===== src/rtl/secded_pkg.sv =====
// Shared types and helpers for the SECDED receive path: result record and
// the codeword-to-data-bit mapping.
package secded_pkg;

  localparam int CODE_W = 13;
  localparam int DATA_W = 8;

  // Codeword positions holding data bits, listed from out_data bit 0 upward.
  localparam int DATA_POS [DATA_W] = '{3, 5, 6, 7, 9, 10, 11, 12};

  typedef struct packed {
    logic [DATA_W-1:0] data;
    logic [3:0]        syndrome;
    logic              corrected;
    logic              uncorr;
  } secded_res_t;

  function automatic logic [DATA_W-1:0] extract_data(input logic [CODE_W-1:0] code);
    logic [DATA_W-1:0] d;
    d = '0;
    for (int i = 0; i < DATA_W; i++) begin
      d[i] = code[DATA_POS[i]];
    end
    return d;
  endfunction

endpackage


===== src/rtl/secded_skid_fifo.sv =====
// Two-entry skid FIFO with registered outputs and a registered in_ready that
// never depends combinationally on out_ready.
module secded_skid_fifo
  import secded_pkg::*;
(
  input  logic        clock,
  input  logic        reset_n,
  input  logic        in_valid,
  output logic        in_ready,
  input  secded_res_t in_res,
  output logic        out_valid,
  input  logic        out_ready,
  output secded_res_t out_res
);

  // head_reg drives the outputs directly; tail_reg is the skid slot.
  logic [1:0]  count_reg, count_next;
  secded_res_t head_reg, head_next;
  secded_res_t tail_reg, tail_next;
  logic        ready_reg;
  logic        push, pop;

  assign push = in_valid & ready_reg;
  assign pop  = (count_reg != 2'd0) & out_ready;

  always_comb begin
    count_next = count_reg;
    head_next  = head_reg;
    tail_next  = tail_reg;
    case ({push, pop})
      2'b10: begin
        if (count_reg == 2'd0) head_next = in_res;
        else                   tail_next = in_res;
        count_next = count_reg + 2'd1;
      end
      2'b01: begin
        head_next  = tail_reg;
        count_next = count_reg - 2'd1;
      end
      2'b11: begin
        if (count_reg == 2'd1) begin
          head_next = in_res;
        end else begin
          head_next = tail_reg;
          tail_next = in_res;
        end
      end
      default: ;
    endcase
  end

  always_ff @(posedge clock or negedge reset_n) begin
    if (!reset_n) begin
      count_reg <= 2'd0;
      head_reg  <= '0;
      tail_reg  <= '0;
      ready_reg <= 1'b1;
    end else begin
      count_reg <= count_next;
      head_reg  <= head_next;
      tail_reg  <= tail_next;
      ready_reg <= (count_next < 2'd2);
    end
  end

  assign in_ready  = ready_reg;
  assign out_valid = (count_reg != 2'd0);
  assign out_res   = head_reg;

endmodule


===== src/rtl/secded_rx_stage.sv =====
// SECDED receive stage: classifies decoder results, extracts the data byte,
// buffers toward the consumer and keeps saturating error statistics.
module secded_rx_stage
  import secded_pkg::*;
#(
  parameter int CNT_W       = 16,
  parameter bit DROP_UNCORR = 1'b0
) (
  input  logic             clock,
  input  logic             reset_n,
  input  logic             in_valid,
  output logic             in_ready,
  input  logic [12:0]      in_code,
  input  logic [3:0]       in_syndrome,
  input  logic             in_1bit,
  input  logic             in_2bit,
  output logic             out_valid,
  input  logic             out_ready,
  output logic [7:0]       out_data,
  output logic [3:0]       out_syndrome,
  output logic             out_corrected,
  output logic             out_uncorr,
  input  logic             clear_counts,
  output logic [CNT_W-1:0] corr_count,
  output logic [CNT_W-1:0] uncorr_count,
  output logic             uncorr_sticky
);

  localparam logic [CNT_W-1:0] CNT_MAX = '1;
  localparam logic [CNT_W-1:0] CNT_ONE = {{(CNT_W-1){1'b0}}, 1'b1};

  secded_res_t in_res, out_res;
  logic        accept, drop, fifo_in_valid;
  logic        is_corr, is_uncorr;

  // Double-bit flag dominates; a single-bit flag with syndrome 0 is a parity-bit fix.
  assign is_uncorr = in_2bit;
  assign is_corr   = in_1bit & ~in_2bit;

  assign in_res.data      = extract_data(in_code);
  assign in_res.syndrome  = in_syndrome;
  assign in_res.corrected = is_corr;
  assign in_res.uncorr    = is_uncorr;

  assign accept        = in_valid & in_ready;
  assign drop          = DROP_UNCORR & is_uncorr;
  assign fifo_in_valid = in_valid & ~drop;

  secded_skid_fifo u_fifo (
    .clock     (clock),
    .reset_n   (reset_n),
    .in_valid  (fifo_in_valid),
    .in_ready  (in_ready),
    .in_res    (in_res),
    .out_valid (out_valid),
    .out_ready (out_ready),
    .out_res   (out_res)
  );

  assign out_data      = out_res.data;
  assign out_syndrome  = out_res.syndrome;
  assign out_corrected = out_res.corrected;
  assign out_uncorr    = out_res.uncorr;

  logic [CNT_W-1:0] corr_reg, corr_next;
  logic [CNT_W-1:0] uncorr_reg, uncorr_next;
  logic             sticky_reg, sticky_next;

  always_comb begin
    corr_next   = corr_reg;
    uncorr_next = uncorr_reg;
    sticky_next = sticky_reg;
    if (clear_counts) begin
      corr_next   = '0;
      uncorr_next = '0;
      sticky_next = 1'b0;
    end else if (accept) begin
      if (is_corr && corr_reg != CNT_MAX)     corr_next   = corr_reg + CNT_ONE;
      if (is_uncorr && uncorr_reg != CNT_MAX) uncorr_next = uncorr_reg + CNT_ONE;
      if (is_uncorr)                          sticky_next = 1'b1;
    end
  end

  always_ff @(posedge clock or negedge reset_n) begin
    if (!reset_n) begin
      corr_reg   <= '0;
      uncorr_reg <= '0;
      sticky_reg <= 1'b0;
    end else begin
      corr_reg   <= corr_next;
      uncorr_reg <= uncorr_next;
      sticky_reg <= sticky_next;
    end
  end

  assign corr_count    = corr_reg;
  assign uncorr_count  = uncorr_reg;
  assign uncorr_sticky = sticky_reg;

endmodule

===== config.mk =====
export PLATFORM = sky130hd
export DESIGN_NAME = secded_rx_stage
export DESIGN_NICKNAME = d
export VERILOG_FILES = /design/src/rtl/secded_pkg.sv /design/src/rtl/secded_skid_fifo.sv /design/src/rtl/secded_rx_stage.sv
export SDC_FILE = /design/constraint.sdc
export NUM_CORES = 1
export LEC_CHECK = 0
export ABC_CLOCK_PERIOD_IN_PS = 4550
export BUFFER_PORTS_ARGS = -buffer_cell sky130_fd_sc_hd__buf_2
export CAP_MARGIN = 20
export CORE_ASPECT_RATIO = 1.5
export CORE_UTILIZATION = 40
export DETAILED_ROUTE_END_ITERATION = 10
export PLACE_DENSITY = 0.71
export SLEW_MARGIN = 20
export SYNTH_ARGS = -nofsm -noshare
export SYNTH_HDL_FRONTEND = slang
export SYNTH_HIERARCHICAL = 1
export SYNTH_SLANG_ARGS = --single-unit

===== constraint.sdc =====
create_clock -name clock -period 4.55 [get_ports clock]
set_input_delay 0.455 -clock clock [delete_from_list [all_inputs] [get_ports clock]]
set_output_delay 0.455 -clock clock [all_outputs]
set_load 0.1 [all_outputs]

# [Word level (Yosys, flattened, before mapping)]
# Cells that the tools add are included.
# Widths: inputs -> output; s select.
[totals] reg_bits=64 in_bits=24
[op_classes] addsub=4 reduce_logical=15 order_cmp=1 n_eq_ne=9 bitwise=4 mux=16
[op_table] cell="$mux 16" n=6
[op_table] cell="$mux 14" n=4
[op_table] cell="$pmux 14 s3" n=1
[op_table] cell="$add 16x1->16 const B" n=2
[op_table] cell="$ne 16x16->1 const B" n=2
[op_table] cell="$pmux 14 s2" n=1
[op_table] cell="$reduce_bool 2->1" n=6
[op_table] cell="$reduce_and 2->1" n=4
[op_table] cell="$eq 2x1->1 const B" n=2
[op_table] cell="$eq 2x2->1 const B" n=2
[op_table] cell="$ne 2x2->1 const B" n=2
[op_table] cell="$pmux 2 s2" n=1
[op_table] cell="$and 1x1->1" n=3
[op_table] cell="$mux 1" n=3
[op_table] cell="$reduce_and 3->1" n=1
[op_table] cell="$reduce_bool 3->1" n=1
[op_table] cell="$add 2x1->2 const B" n=1
[op_table] cell="$logic_and 1x1->1" n=2
[op_table] cell="$logic_not 2->1" n=1
[op_table] cell="$lt 2x2->1 const B" n=1
[op_table] cell="$ne 2x1->1 const B" n=1
[op_table] cell="$sub 2x1->2 const B" n=1
[op_table] cell="$not 1->1" n=1

# [Longest topological paths before layout]
# Gate-level depths: netlist of run 1.
[depth] depth_word=6 mapped_depth=11 ltp_nobuf=8

# [Hierarchy]
# Netlist of run 1, hierarchy kept.
[by_module_without_submodules] module="secded_rx_stage" instances=1 seq_area_each_um2=825.8 cells_each=209 area_per_inst_um2=1933.1
[by_module_without_submodules] module="secded_skid_fifo" instances=1 seq_area_each_um2=777.0 cells_each=142 area_per_inst_um2=1580.3

# [Least setup slack after synthesis of run 1]
# Ideal clock, no wire load.
[synth_path] path_kind="reg2reg" start="reg corr_reg[8] (netlist: corr_count[8])" end="reg corr_reg[15] (netlist: corr_count[15])" path_stages_with_launch=5 n_path_buf=0 required_ns=4.425 t_arrival_ns=2.485 synth_period_minus_slack_ns=2.609 setup_slack_ns=1.941 path_cell_list="dfrtp_1 -> nand4_1 -> or4_1 -> nor4_1 -> mux2_2"
[synth_via] elab_chain_len=4 elab_cells_between_ends=8 classes_between="1 x add/sub; 1 x eq/ne; 3 x mux; 3 x reduce/logical"
[synth_rtl] element="start, declared" line="secded_rx_stage.sv:65" source="logic [CNT_W-1:0] corr_reg, corr_next;"
[synth_rtl] element="start signal, assigned" line="secded_rx_stage.sv:90" source="corr_reg <= corr_next;"
[synth_rtl] element="$add 16x1->16 or $ne 16x16->1 (tied branches)" line="secded_rx_stage.sv:78" source="if (is_corr && corr_reg != CNT_MAX) corr_next = corr_reg + CNT_ONE;"
[synth_rtl] element="$mux 16 or $logic_and 1x1->1 (tied branches)" line="secded_rx_stage.sv:78"
[synth_rtl] element="$mux 16 or $reduce_bool 2->1 (tied branches)"
[synth_rtl] element="$mux 16 or $reduce_and 2->1 (tied branches)"
# Several ways; a longest one is shown, not always the timed one. The select of a mux whose other input is x is not followed.
# A chain may end at the register's enable or synchronous reset.

# [Worst setup path after layout of run 1]
[layout_path] start="reg u_fifo.count_reg[0]" end="reg u_fifo.ready_reg (netlist: u_fifo/in_ready)"
[layout_via] elab_chain_len=5 elab_cells_between_ends=8 classes_between="2 x add/sub; 1 x order compare; 2 x eq/ne; 1 x mux; 1 x bitwise; 1 x reduce/logical"
[layout_rtl] element="start, declared" line="secded_skid_fifo.sv:17" source="logic [1:0] count_reg, count_next;"
[layout_rtl] element="start signal, assigned" line="secded_skid_fifo.sv:59" source="count_reg <= count_next;"
[layout_rtl] element="$reduce_bool 2->1" line="secded_skid_fifo.sv:24" source="assign pop = (count_reg != 2'd0) & out_ready;"
[layout_rtl] element="$and 1x1->1" line="secded_skid_fifo.sv:24"
[layout_rtl] element="$eq 2x1->1 or $eq 2x2->1 (tied branches)" line="secded_skid_fifo.sv:30" source="case ({push, pop})"
[layout_rtl] element="$pmux 2 s2 *" line="secded_skid_fifo.sv:30"
[layout_rtl] element="$lt 2x2->1 *" line="secded_skid_fifo.sv:62" source="ready_reg <= (count_next < 2'd2);"
[layout_rtl] element="end signal, assigned" line="secded_skid_fifo.sv:62"
[layout_rtl] element="end, declared" line="secded_skid_fifo.sv:20" source="logic ready_reg;"
# Mark *: on every way between the ends. The rest lies on a longest branch, timed or not.

==> results.sh, run 1 <==
export IMPL_type_of_element_capturing_the_critical_path="register"
export IMPL_portBuffers=67
export IMPL_placement_rows=41
export IMPL_worstSetupStartpointType="register"
export IMPL_dieArea_um2=9170
export IMPL_number_of_global_route_vias_before_repair=2885
export IMPL_die_width_um=78.52
export IMPL_dr_total_vias=3014
export IMPL_postCtsSetupBuffers=0
export IMPL_detail_route_drc_violations=0
export IMPL_syn_mean_instance_area_um2=10.01
export IMPL_cellLeakagePower_nw=1.846
export IMPL_synth_seq_area_share=0.4562
export IMPL_floorplan_core_area_um2=8464
export IMPL_outcome="finished clean"
export IMPL_synth_top_cell_by_area="dfrtp_1"
export IMPL_num_io_pins=73
export IMPL_yosys_register_bits=64
export IMPL_post_synth_instance_area_um2=3513
export IMPL_ys_async_sr_fraction=1.000
export IMPL_synth_distinct_cells=46
export IMPL_worst_endpoint_arrival_ns=2.93
export IMPL_rsz_0062_raised_after_global_routing="no"
export IMPL_antenna_violations_before_repair=0
export IMPL_syn_instance_count=351
export IMPL_critical_path_cell_list="inv_1 -> ha_1 -> nand2b_2 -> inv_1 -> buf_4 -> ha_1 -> mux2i_1 -> o21ai_0 -> inv_1"
export IMPL_vdd_ir_drop_max_v=0.0008544
export IMPL_worst_path_max_delay_cell="ha_1"
export IMPL_setup_viol=0
export IMPL_synth_largest_type_area_fraction=0.4487
export IMPL_cts_repair_resize_count=0
export IMPL_synth_top_cells_by_count="dfrtp_1, o21ai_0, a21oi_1, nor2_1, nor3_1"
export IMPL_drt_antenna_violating_nets=0
export IMPL_post_cts_hold_buffer_count=0
export IMPL_fin_skew_ns=0.003912
export IMPL_gp_routability_congestion=0.7938
export IMPL_wire_per_inst_um=15.90
export IMPL_min_period_over_period=0.5872
export IMPL_dp_hpwl_um=5750
export IMPL_synthesis_nets=383
export IMPL_hold_path_class="input port to asynchronous set/reset pin"
export IMPL_synth_warning_count=6
export IMPL_clock_sinks=64
export IMPL_power_density_nw_per_um2=669.5
export IMPL_max_clock_freq_ghz=0.3743
export IMPL_inserted_diodes=0
export IMPL_cts_max_path_buffers=2
export IMPL_final_max_slew_violation_count=0
export IMPL_design_power_total_mw=2.829
export IMPL_fp_dieH_um=116.8
export IMPL_tritoncts="yes"
export IMPL_fin_setup_tns_ns=0
export IMPL_post_route_cells_drive_above_1_share=0.2871
export IMPL_gr_usage_all_layers=0.1948
export IMPL_rrSetupSlack_ns=1.88
export IMPL_worst_slew_pin_slew_ns=1.063
export IMPL_worst_path_stages=9
export IMPL_clock_latency_ns=0.33
export IMPL_grt_first_pass_wirelength_um=13800
export IMPL_synth_ff_type="dfrtp_1"
export IMPL_synth_most_common_cell="dfrtp_1"
export IMPL_cts_htree_levels=3
export IMPL_dr_pass1_iters=4
export IMPL_kind_of_cell_adding_the_most_delay_to_the_critical_path="adder cells"
export IMPL_period_needed_ns=2.672
export IMPL_detail_route_vias_per_cell=5.741
export IMPL_report_final_hold_viol_count=0
export IMPL_timing_worst_setup_path_type="register to register"
export IMPL_reg2regPathDepth=9
export IMPL_timing_critical_path_required_ns=4.80
export IMPL_worst_setup_hold_path_clk_slew_ns=0.05
export IMPL_synth_enable_flop_cells=0
export IMPL_max_stage_delay_ns=0.60
export IMPL_ys_top_cells_by_area="dfrtp_1, mux2_4, mux2_2, o21ai_0, o211ai_1"
export IMPL_crit_buf_inv=4
export IMPL_area_growth_pct=20.26
export IMPL_root_buffer="clkbuf_16"
export IMPL_grt_start_max_net_pins=45
export IMPL_timing_slew_headroom=0.2869
export IMPL_layout_nets=445
export IMPL_cts_inserted_buffers=9
export IMPL_worst_path_most_repeated_cell="inv_1"
export IMPL_floorplan_initialDensity=0.4151
export IMPL_routed_wire_length_um=8346
export IMPL_detail_route_iter0_violations=263
export IMPL_cap_viol_max_count=0
export IMPL_critical_path_max_fanout=29
export IMPL_overflow=0
[final timing paths]
| kind | start | endpoint |
|---|---|---|
| max | u_fifo/count_reg[0] | u_fifo/in_ready |
| max reg2reg | u_fifo/count_reg[0] | u_fifo/in_ready |
| min | reset_n | u_fifo/tail_reg[7] |
| max in group asynchronous | reset_n | u_fifo/in_ready |
| min in group clock | in_syndrome[2] | u_fifo/tail_reg[4] |
| min reg2reg | u_fifo/tail_reg[3] | u_fifo/tail_reg[3] |
[metrics by stage]
step / hold WS (ns) / setup WS (ns) / cell area [um^2] / utilization / cells
after floorplan: 0.1594 / 1.941 / 3513 / - / 351
after global placement: 0.4881 / 1.951 / 3887 / 0.4593 / 509
after detailed placement: 0.4957 / 1.910 / 3887 / 0.4593 / 509
after CTS: 0.3122 / 1.891 / 4223 / 0.4989 / 525
after global routing: 0.1571 / 1.613 / 4225 / 0.4992 / 525
final: 0.1123 / 1.878 / 4225 / 0.4992 / 525
[per-layer routing]
metal | vias to the layer above | routed length, um | global-route usage
li1 | 1454 | - | -
met1 | 1467 | 3531 | 0.2331
met2 | 79 | 4244 | 0.3252
met3 | 14 | 381 | 0.04729
met4 | 0 | 189 | 0.1000
met5 | - | 0 | 0
[cell families after synthesis]
group                      Yosys count  synth area share
AOI/OAI and AO/OA                   87            0.1542
buffers and inverters               32           0.04630
muxes                               26           0.09295
adders and majority gates            8           0.02849
DFF                                 64            0.4562
and+or+nand+nor                    134            0.2219
[area by class of cell]
type                       instances  area, um^2
tap                              107       133.9
multi-input combinational        255        1748
timing repair buffer              69       352.8
inverter                          14       52.55
clock inverter                     7       110.1
fill                             794        4239
sequential                        64        1603
clock buffer                       9       225.2
[placed cells by master, fill, tap and decap left out, types with 6 or more instances in the layout]
master,Yosys,layout
a21oi_1,20,20
a31oi_1,14,14
buf_2,4,66
clkbuf_16,0,9
dfrtp_1,63,63
ha_1,8,8
inv_1,14,14
mux2_2,13,13
mux2_4,10,10
nand2_1,14,14
nand3_1,11,11
nand4_1,9,9
nor2_1,19,19
nor2b_1,12,12
nor3_1,19,19
nor4_1,11,11
o211ai_1,14,14
o21ai_0,23,22
o31ai_1,12,12
or3_1,6,6
or4_1,10,10
[report_power, final]
part	switching [mW]	internal (mW)
Combinational	0.921	0.314
Clock	0.247	0.530
Sequential	0.0923	0.724
Total	1.26	1.57
Power figures use the tool's default switching activity.
==> run 2, diff against run 1 <==
--- a/config.mk
+++ b/config.mk
@@ -5,7 +5,8 @@
 export SDC_FILE = /design/constraint.sdc
 export NUM_CORES = 1
 export LEC_CHECK = 0
-export ABC_CLOCK_PERIOD_IN_PS = 4550
+export ABC_AREA = 1
+export ABC_CLOCK_PERIOD_IN_PS = 2800
 export BUFFER_PORTS_ARGS = -buffer_cell sky130_fd_sc_hd__buf_2
 export CAP_MARGIN = 20
 export CORE_ASPECT_RATIO = 1.5
==> constraint.sdc (replaced) <==
create_clock -name clock -period 2.8 [get_ports clock]
set_input_delay 0.28 -clock clock [delete_from_list [all_inputs] [get_ports clock]]
set_output_delay 0.28 -clock clock [all_outputs]
set_load 0.1 [all_outputs]
==> results.sh, run 2 <==
export IMPL_synth_enable_flop_cells=0
export IMPL_synth_most_common_cell="nand2_1"
export IMPL_die_width_um=81.74
export IMPL_cap_viol_max_count=0
export IMPL_synth_distinct_cells=28
export IMPL_worst_path_max_delay_cell="dfrtp_1"
export IMPL_ys_async_sr_fraction=1.000
export IMPL_dr_pass1_iters=4
export IMPL_routing_usage_on_met1=0.2181
export IMPL_critical_path_cell_list="inv_1 -> ha_1 -> inv_2 -> nand2_4 -> inv_1 -> ha_1 -> nand2_2 -> nand3_2 -> nand2_1 -> nand2_1 -> nand2_1 -> nand2_1"
export IMPL_cellLeakagePower_nw=2.507
export IMPL_type_of_element_capturing_the_critical_path="register"
export IMPL_number_of_global_route_vias_before_repair=3311
export IMPL_rsz_0062_raised_after_global_routing="no"
export IMPL_dieArea_um2=9940
export IMPL_cts_htree_levels=3
export IMPL_place_ws_ns=0.5426
export IMPL_syn_mean_instance_area_um2=7.225
export IMPL_synthesis_nets=560
export IMPL_dp_hpwl_um=6571
export IMPL_max_clock_freq_ghz=0.4471
export IMPL_timing_worst_setup_path_type="register to register"
export IMPL_ys_top_cells_by_area="dfrtp_1, nand2_1, nand3_1, nand4_1, inv_1"
export IMPL_wire_per_inst_um=12.41
export IMPL_mostFrequentLayoutCell="nand2_1"
export IMPL_fp_dieH_um=121.6
export IMPL_synth_ff_type="dfrtp_1"
export IMPL_overflow=0
export IMPL_grt_start_max_net_pins=43
export IMPL_gr_usage_all_layers=0.1937
export IMPL_fin_ws_ns=0.5631
export IMPL_dr_total_vias=3525
export IMPL_power_density_nw_per_um2=925.1
export IMPL_period_needed_ns=2.237
export IMPL_global_routing_usage_on_met3=0.04270
export IMPL_area_growth_pct=19.71
export IMPL_commonest_cells_after_routing_fill_and_taps_aside="nand2_1, buf_2, dfrtp_1"
export IMPL_fillCellCount=923
export IMPL_synth_top_cell_by_area="dfrtp_1"
export IMPL_inserted_diodes=0
export IMPL_worstSetupStartpointType="register"
export IMPL_cts_inserted_buffers=9
export IMPL_post_route_cells_drive_above_1_share=0.1987
export IMPL_detail_route_iter0_violations=182
export IMPL_fin_setup_tns_ns=0
export IMPL_synth_seq_area_share=0.4201
export IMPL_worst_slew_pin_slew_ns=0.9727
export IMPL_yosys_register_bits=64
export IMPL_met2_usage=0.3363
export IMPL_antenna_violations_before_repair=0
export IMPL_setup_viol=0
export IMPL_synth_largest_type_area_fraction=0.4133
export IMPL_timing_slew_headroom=0.3508
export IMPL_final_max_slew_violation_count=0
export IMPL_post_synth_instance_area_um2=3815
export IMPL_gr_max_usage_layer="met2"
export IMPL_min_period_over_period=0.7989
export IMPL_worst_hold_margin_ns=0.1978
export IMPL_gp_routability_congestion=0.9059
export IMPL_clock_sinks=64
export IMPL_vdd_ir_drop_max_v=0.001041
export IMPL_numPlacedInstances=698
export IMPL_post_layout_nonfiller_instances=716
export IMPL_kind_of_cell_adding_the_most_delay_to_the_critical_path="simple AND/OR/NAND/NOR gates"
export IMPL_max_stage_delay_ns=0.39
export IMPL_syn_instance_count=528
export IMPL_floorplan_initialDensity=0.4122
export IMPL_fin_skew_ns=0.006207
export IMPL_clock_latency_ns=0.33
export IMPL_crit_buf_inv=3
export IMPL_design_power_total_mw=4.225
export IMPL_worst_path_most_repeated_cell="nand2_1"
export IMPL_routed_wire_length_um=8883
export IMPL_report_final_hold_viol_count=0
export IMPL_postCtsSetupBuffers=0
export IMPL_drt_antenna_violating_nets=0
export IMPL_detail_route_vias_per_cell=4.923
export IMPL_hold_path_class="input port to register"
export IMPL_tritoncts="yes"
export IMPL_layout_nets=631
export IMPL_num_io_pins=73
export IMPL_synth_warning_count=6
export IMPL_placement_rows=43
export IMPL_portBuffers=67
export IMPL_floorplan_core_area_um2=9254
export IMPL_root_buffer="clkbuf_16"
export IMPL_outcome="finished clean"
export IMPL_synth_top_cells_by_count="nand2_1, dfrtp_1, inv_1, nor2_1, nand3_1"
export IMPL_grt_first_pass_wirelength_um=14850
export IMPL_timing_critical_path_required_ns=3.02
export IMPL_detail_route_drc_violations=0
export IMPL_critical_path_max_fanout=17
export IMPL_cts_max_path_buffers=2
export IMPL_worst_endpoint_arrival_ns=2.45
export IMPL_worst_setup_hold_path_clk_slew_ns=0.05
## run 2: changes by cell type after synthesis, moves of 13 or more
cell and delta:
nand3_1 +26, nor3_1 -19, nand2_1 +216, mux2_2 -13, nand4_1 +19, nor2_1 +26
a31oi_1 -14, inv_1 +31, o21ai_0 -16, a21oi_1 -19
## run 2: worst paths after layout
kind,start,end,slack [ns],cells after the start
max in group asynchronous,reset_n,u_fifo/out_res[2],1.63,4
worst max-delay path,u_fifo/count_reg[0],u_fifo/out_res[4],0.56,12
min in group asynchronous,reset_n,corr_count[9],0.39,2
worst min-delay path,in_code[9],u_fifo/tail_reg[10],0.20,3
worst max register to register,u_fifo/count_reg[0],u_fifo/out_res[4],0.56,12
worst min register to register,u_fifo/tail_reg[5],u_fifo/tail_reg[5],0.47,2
## run 2: cell families after synthesis
group	count (synthesis)	synth area share
AO/OA/AOI/OAI	20	0.03444
AND/OR/NAND/NOR	367	0.4293
XOR/XNOR	6	0.01377
adder cells (fa/ha/maj)	8	0.02624
flip-flops	64	0.4201
buffers and inverters	63	0.07609
## run 2: per-stage QoR
stage / instance area (um^2) / utilization
2_1_floorplan: 3815 / -
3_3_place_gp: 4218 / 0.4558
3_5_place_dp: 4218 / 0.4558
4_1_cts: 4537 / 0.4903
5_1_grt: 4567 / 0.4935
6_report: 4567 / 0.4935
## run 2: timing repair
action	CTS	global route
endpoints found under the hold margin	0	13
gates resized for setup	0	0
hold buffers	0	1
## run 2: final cells by class
cell class / instances / area (um^2) / area share
multi-input cells: 401 / 1922 / 0.4208
flip-flops and latches: 64 / 1603 / 0.3510
repair buffers: 73 / 395.4 / 0.08658
clock buffers: 14 / 284.0 / 0.06219
inverters: 50 / 187.7 / 0.04110
well taps: 112 / 140.1 / 0.03068
clock inverters: 2 / 35.03 / 0.007671
## run 2: worst min-delay path: cells and delay by family
kind                   cells  cell delay, ns
buffers and inverters      1            0.09
and+or+nand+nor            2            0.12
## run 2: per-layer routing
| metal | wire length, um | vias to the layer above |
|---|---|---|
| li1 | - | 1812 |
| met1 | 3619 | 1612 |
| met2 | 4645 | 84 |
| met3 | 385 | 17 |
| met4 | 233 | 0 |
| met5 | 0 | - |
## run 2: report_power, final
group	internal, mW	switching, mW
registers	1.15	0.119
clock network	0.785	0.397
logic	0.339	1.44
total	2.27	1.95
==> run 3, diff against run 2 <==
--- a/config.mk
+++ b/config.mk
@@ -6,13 +6,13 @@
 export NUM_CORES = 1
 export LEC_CHECK = 0
 export ABC_AREA = 1
-export ABC_CLOCK_PERIOD_IN_PS = 2800
+export ABC_CLOCK_PERIOD_IN_PS = 1900
 export BUFFER_PORTS_ARGS = -buffer_cell sky130_fd_sc_hd__buf_2
 export CAP_MARGIN = 20
 export CORE_ASPECT_RATIO = 1.5
 export CORE_UTILIZATION = 40
 export DETAILED_ROUTE_END_ITERATION = 10
-export PLACE_DENSITY = 0.71
+export PLACE_DENSITY = 0.73
 export SLEW_MARGIN = 20
 export SYNTH_ARGS = -nofsm -noshare
 export SYNTH_HDL_FRONTEND = slang
==> constraint.sdc (replaced) <==
create_clock -name clock -period 1.9 [get_ports clock]
set_input_delay 0.19 -clock clock [delete_from_list [all_inputs] [get_ports clock]]
set_output_delay 0.19 -clock clock [all_outputs]
set_load 0.1 [all_outputs]
==> results.sh, run 3 (synthesized netlist as in run 2, its figures left out) <==
export IMPL_detail_route_iter0_violations=189
export IMPL_cts_htree_levels=3
export IMPL_p_int_mw=3.634
export IMPL_vdd_ir_drop_max_v=0.001104
export IMPL_p_comb_frac=0.426
export IMPL_gp_routability_congestion=0.8471
export IMPL_post_layout_nonfiller_instances=721
export IMPL_worst_path_max_delay_cell="dfrtp_4"
export IMPL_mostFrequentLayoutCell="nand2_1"
export IMPL_wire_per_inst_um=12.96
export IMPL_timing_critical_path_required_ns=2.16
export IMPL_floorplan_initialDensity=0.4122
export IMPL_root_buffer="clkbuf_16"
export IMPL_worst_slew_pin_slew_ns=0.5620
export IMPL_worstSetupStartpointType="register"
export IMPL_min_period_over_period=0.9189
export IMPL_post_route_cells_drive_above_1_share=0.2611
export IMPL_max_stage_delay_ns=0.44
export IMPL_max_clock_freq_ghz=0.5728
export IMPL_drt_antenna_violating_nets=0
export IMPL_layout_nets=636
export IMPL_power_net_switching_mw=3.024
export IMPL_fin_ws_ns=0.1540
export IMPL_commonest_cells_after_routing_fill_and_taps_aside="nand2_1, buf_2, nor2_1"
export IMPL_detail_route_vias_per_cell=5.058
export IMPL_clock_sinks=64
export IMPL_rsz_0062_raised_after_global_routing="no"
export IMPL_fin_skew_ns=0.005770
export IMPL_timing_worst_setup_path_type="register to register"
export IMPL_critical_path_max_fanout=16
export IMPL_cellLeakagePower_nw=2.510
export IMPL_floorplan_core_area_um2=9254
export IMPL_design_power_total_mw=6.658
export IMPL_cap_viol_max_count=0
export IMPL_hold_path_class="input port to register"
export IMPL_report_final_hold_viol_count=0
export IMPL_die_width_um=81.74
export IMPL_type_of_element_capturing_the_critical_path="register"
export IMPL_grt_first_pass_wirelength_um=15750
export IMPL_dieArea_um2=9940
export IMPL_area_growth_pct=24.53
export IMPL_outcome="finished clean"
export IMPL_inserted_diodes=0
export IMPL_num_io_pins=73
export IMPL_cts_inserted_buffers=9
export IMPL_gr_usage_all_layers=0.2089
export IMPL_routed_wire_length_um=9343
export IMPL_fp_dieH_um=121.6
export IMPL_kind_of_cell_adding_the_most_delay_to_the_critical_path="simple AND/OR/NAND/NOR gates"
export IMPL_p_clk_frac=0.292
export IMPL_placement_rows=43
export IMPL_fillCellCount=911
export IMPL_dr_pass1_iters=5
export IMPL_overflow=0
export IMPL_power_density_nw_per_um2=1401
export IMPL_critical_path_cell_list="ha_1 -> nand3_1 -> inv_2 -> nand2_2 -> nor2_4 -> nor2_4 -> buf_12 -> nor2_8 -> nand2_1 -> nand2_1"
export IMPL_numPlacedInstances=703
export IMPL_antenna_violations_before_repair=0
export IMPL_power_share_switching=0.4543
export IMPL_clock_latency_ns=0.34
export IMPL_cts_max_path_buffers=2
export IMPL_fin_setup_tns_ns=0
export IMPL_final_max_slew_violation_count=0
export IMPL_dr_total_vias=3647
export IMPL_p_seq_frac=0.281
export IMPL_period_needed_ns=1.746
export IMPL_detail_route_drc_violations=0
export IMPL_worst_setup_hold_path_clk_slew_ns=0.06
export IMPL_worst_endpoint_arrival_ns=2.01
export IMPL_setup_viol=0
export IMPL_portBuffers=67
export IMPL_grt_start_max_net_pins=65
export IMPL_timing_slew_headroom=0.6249
export IMPL_tritoncts="yes"
export IMPL_place_ws_ns=-0.005993
export IMPL_crit_buf_inv=2
export IMPL_dp_hpwl_um=6773
export IMPL_number_of_global_route_vias_before_repair=3527
[run 3: cell count changes in the layout (fill, tap and decap cells not counted), sizes merged]
cell | previous run | this run
clkinv | 1 | 0
clkinvlp | 0 | 2
clkbuf | 14 | 10
inv | 50 | 51
bufinv | 1 | 3
buf | 72 | 77
[run 3: final cells by class]
type,count,area [um^2],area share
tap,112,140.1,0.02950
clock buffer,10,239.0,0.05030
timing repair buffer,78,449.2,0.09455
multi-input combinational,401,1959,0.4124
inverter,50,200.2,0.04214
clock inverter,6,113.9,0.02397
sequential,64,1649,0.3471
[run 3: what timing repair did]
item | in CTS | in global routing
hold endpoints to repair | 63 | 0
hold buffers | 1 | 0
setup buffers | 0 | 1
pin swaps | 0 | 2
resized for setup | 1 | 4
endpoints found under the setup margin | 4 | 24
[run 3: routing by layer]
| layer | GRT usage | vias up | share of wire |
|---|---|---|---|
| li1 | - | 1818 | - |
| met4 | 0.1031 | 0 | 0.027 |
| met2 | 0.3750 | 88 | 0.54 |
| met3 | 0.05019 | 18 | 0.044 |
| met1 | 0.2206 | 1723 | 0.39 |
| met5 | 0 | - | 0 |
[run 3: worst register-to-register path, delay by kind of cell, from the launching register on]
kind	cells	cell delay (ns)
and+or+nand+nor	7	0.80
DFF	1	0.44
buffers and inverters	2	0.24
adders and majority gates	1	0.20
[run 3: path summary, 6_finish.rpt]
check | startpoint | end | slack (ns) | cells after the start
hold reg to reg | u_fifo/tail_reg[2] | u_fifo/tail_reg[2] | 0.47 | 2
hold / removal | in_syndrome[0] | u_fifo/tail_reg[2] | 0.10 | 3
setup reg to reg | uncorr_count[1] | uncorr_count[1] | 0.15 | 10
min in group asynchronous | reset_n | u_fifo/out_res[3] | 0.39 | 3
setup / recovery | uncorr_count[1] | uncorr_count[1] | 0.15 | 10
max in group asynchronous | reset_n | u_fifo/in_ready | 1.17 | 3
[run 3: through the flow]
| step | instance area, um^2 | hold slack (ns) | utilization |
|---|---|---|---|
| 6_report | 4751 | 0.1017 | 0.5134 |
| 5_1_grt | 4751 | 0.1213 | 0.5134 |
| 4_1_cts | 4735 | 0.09049 | 0.5116 |
| 3_5_place_dp | 4369 | 0.2363 | 0.4721 |
| 3_3_place_gp | 4369 | 0.2315 | 0.4721 |
| 2_1_floorplan | 3904 | -0.1056 | - |
[run 3: power groups by stage]
stage,Clock [mW],Combinational [mW],Sequential (mW)
5_1_grt,2.03,3.07,1.91
3_3_place_gp,0,2.77,1.87
6_report,1.95,2.84,1.87
4_1_cts,1.99,2.83,1.87
2_1_floorplan,0,1.22,2.97
3_5_place_dp,0,2.82,1.89
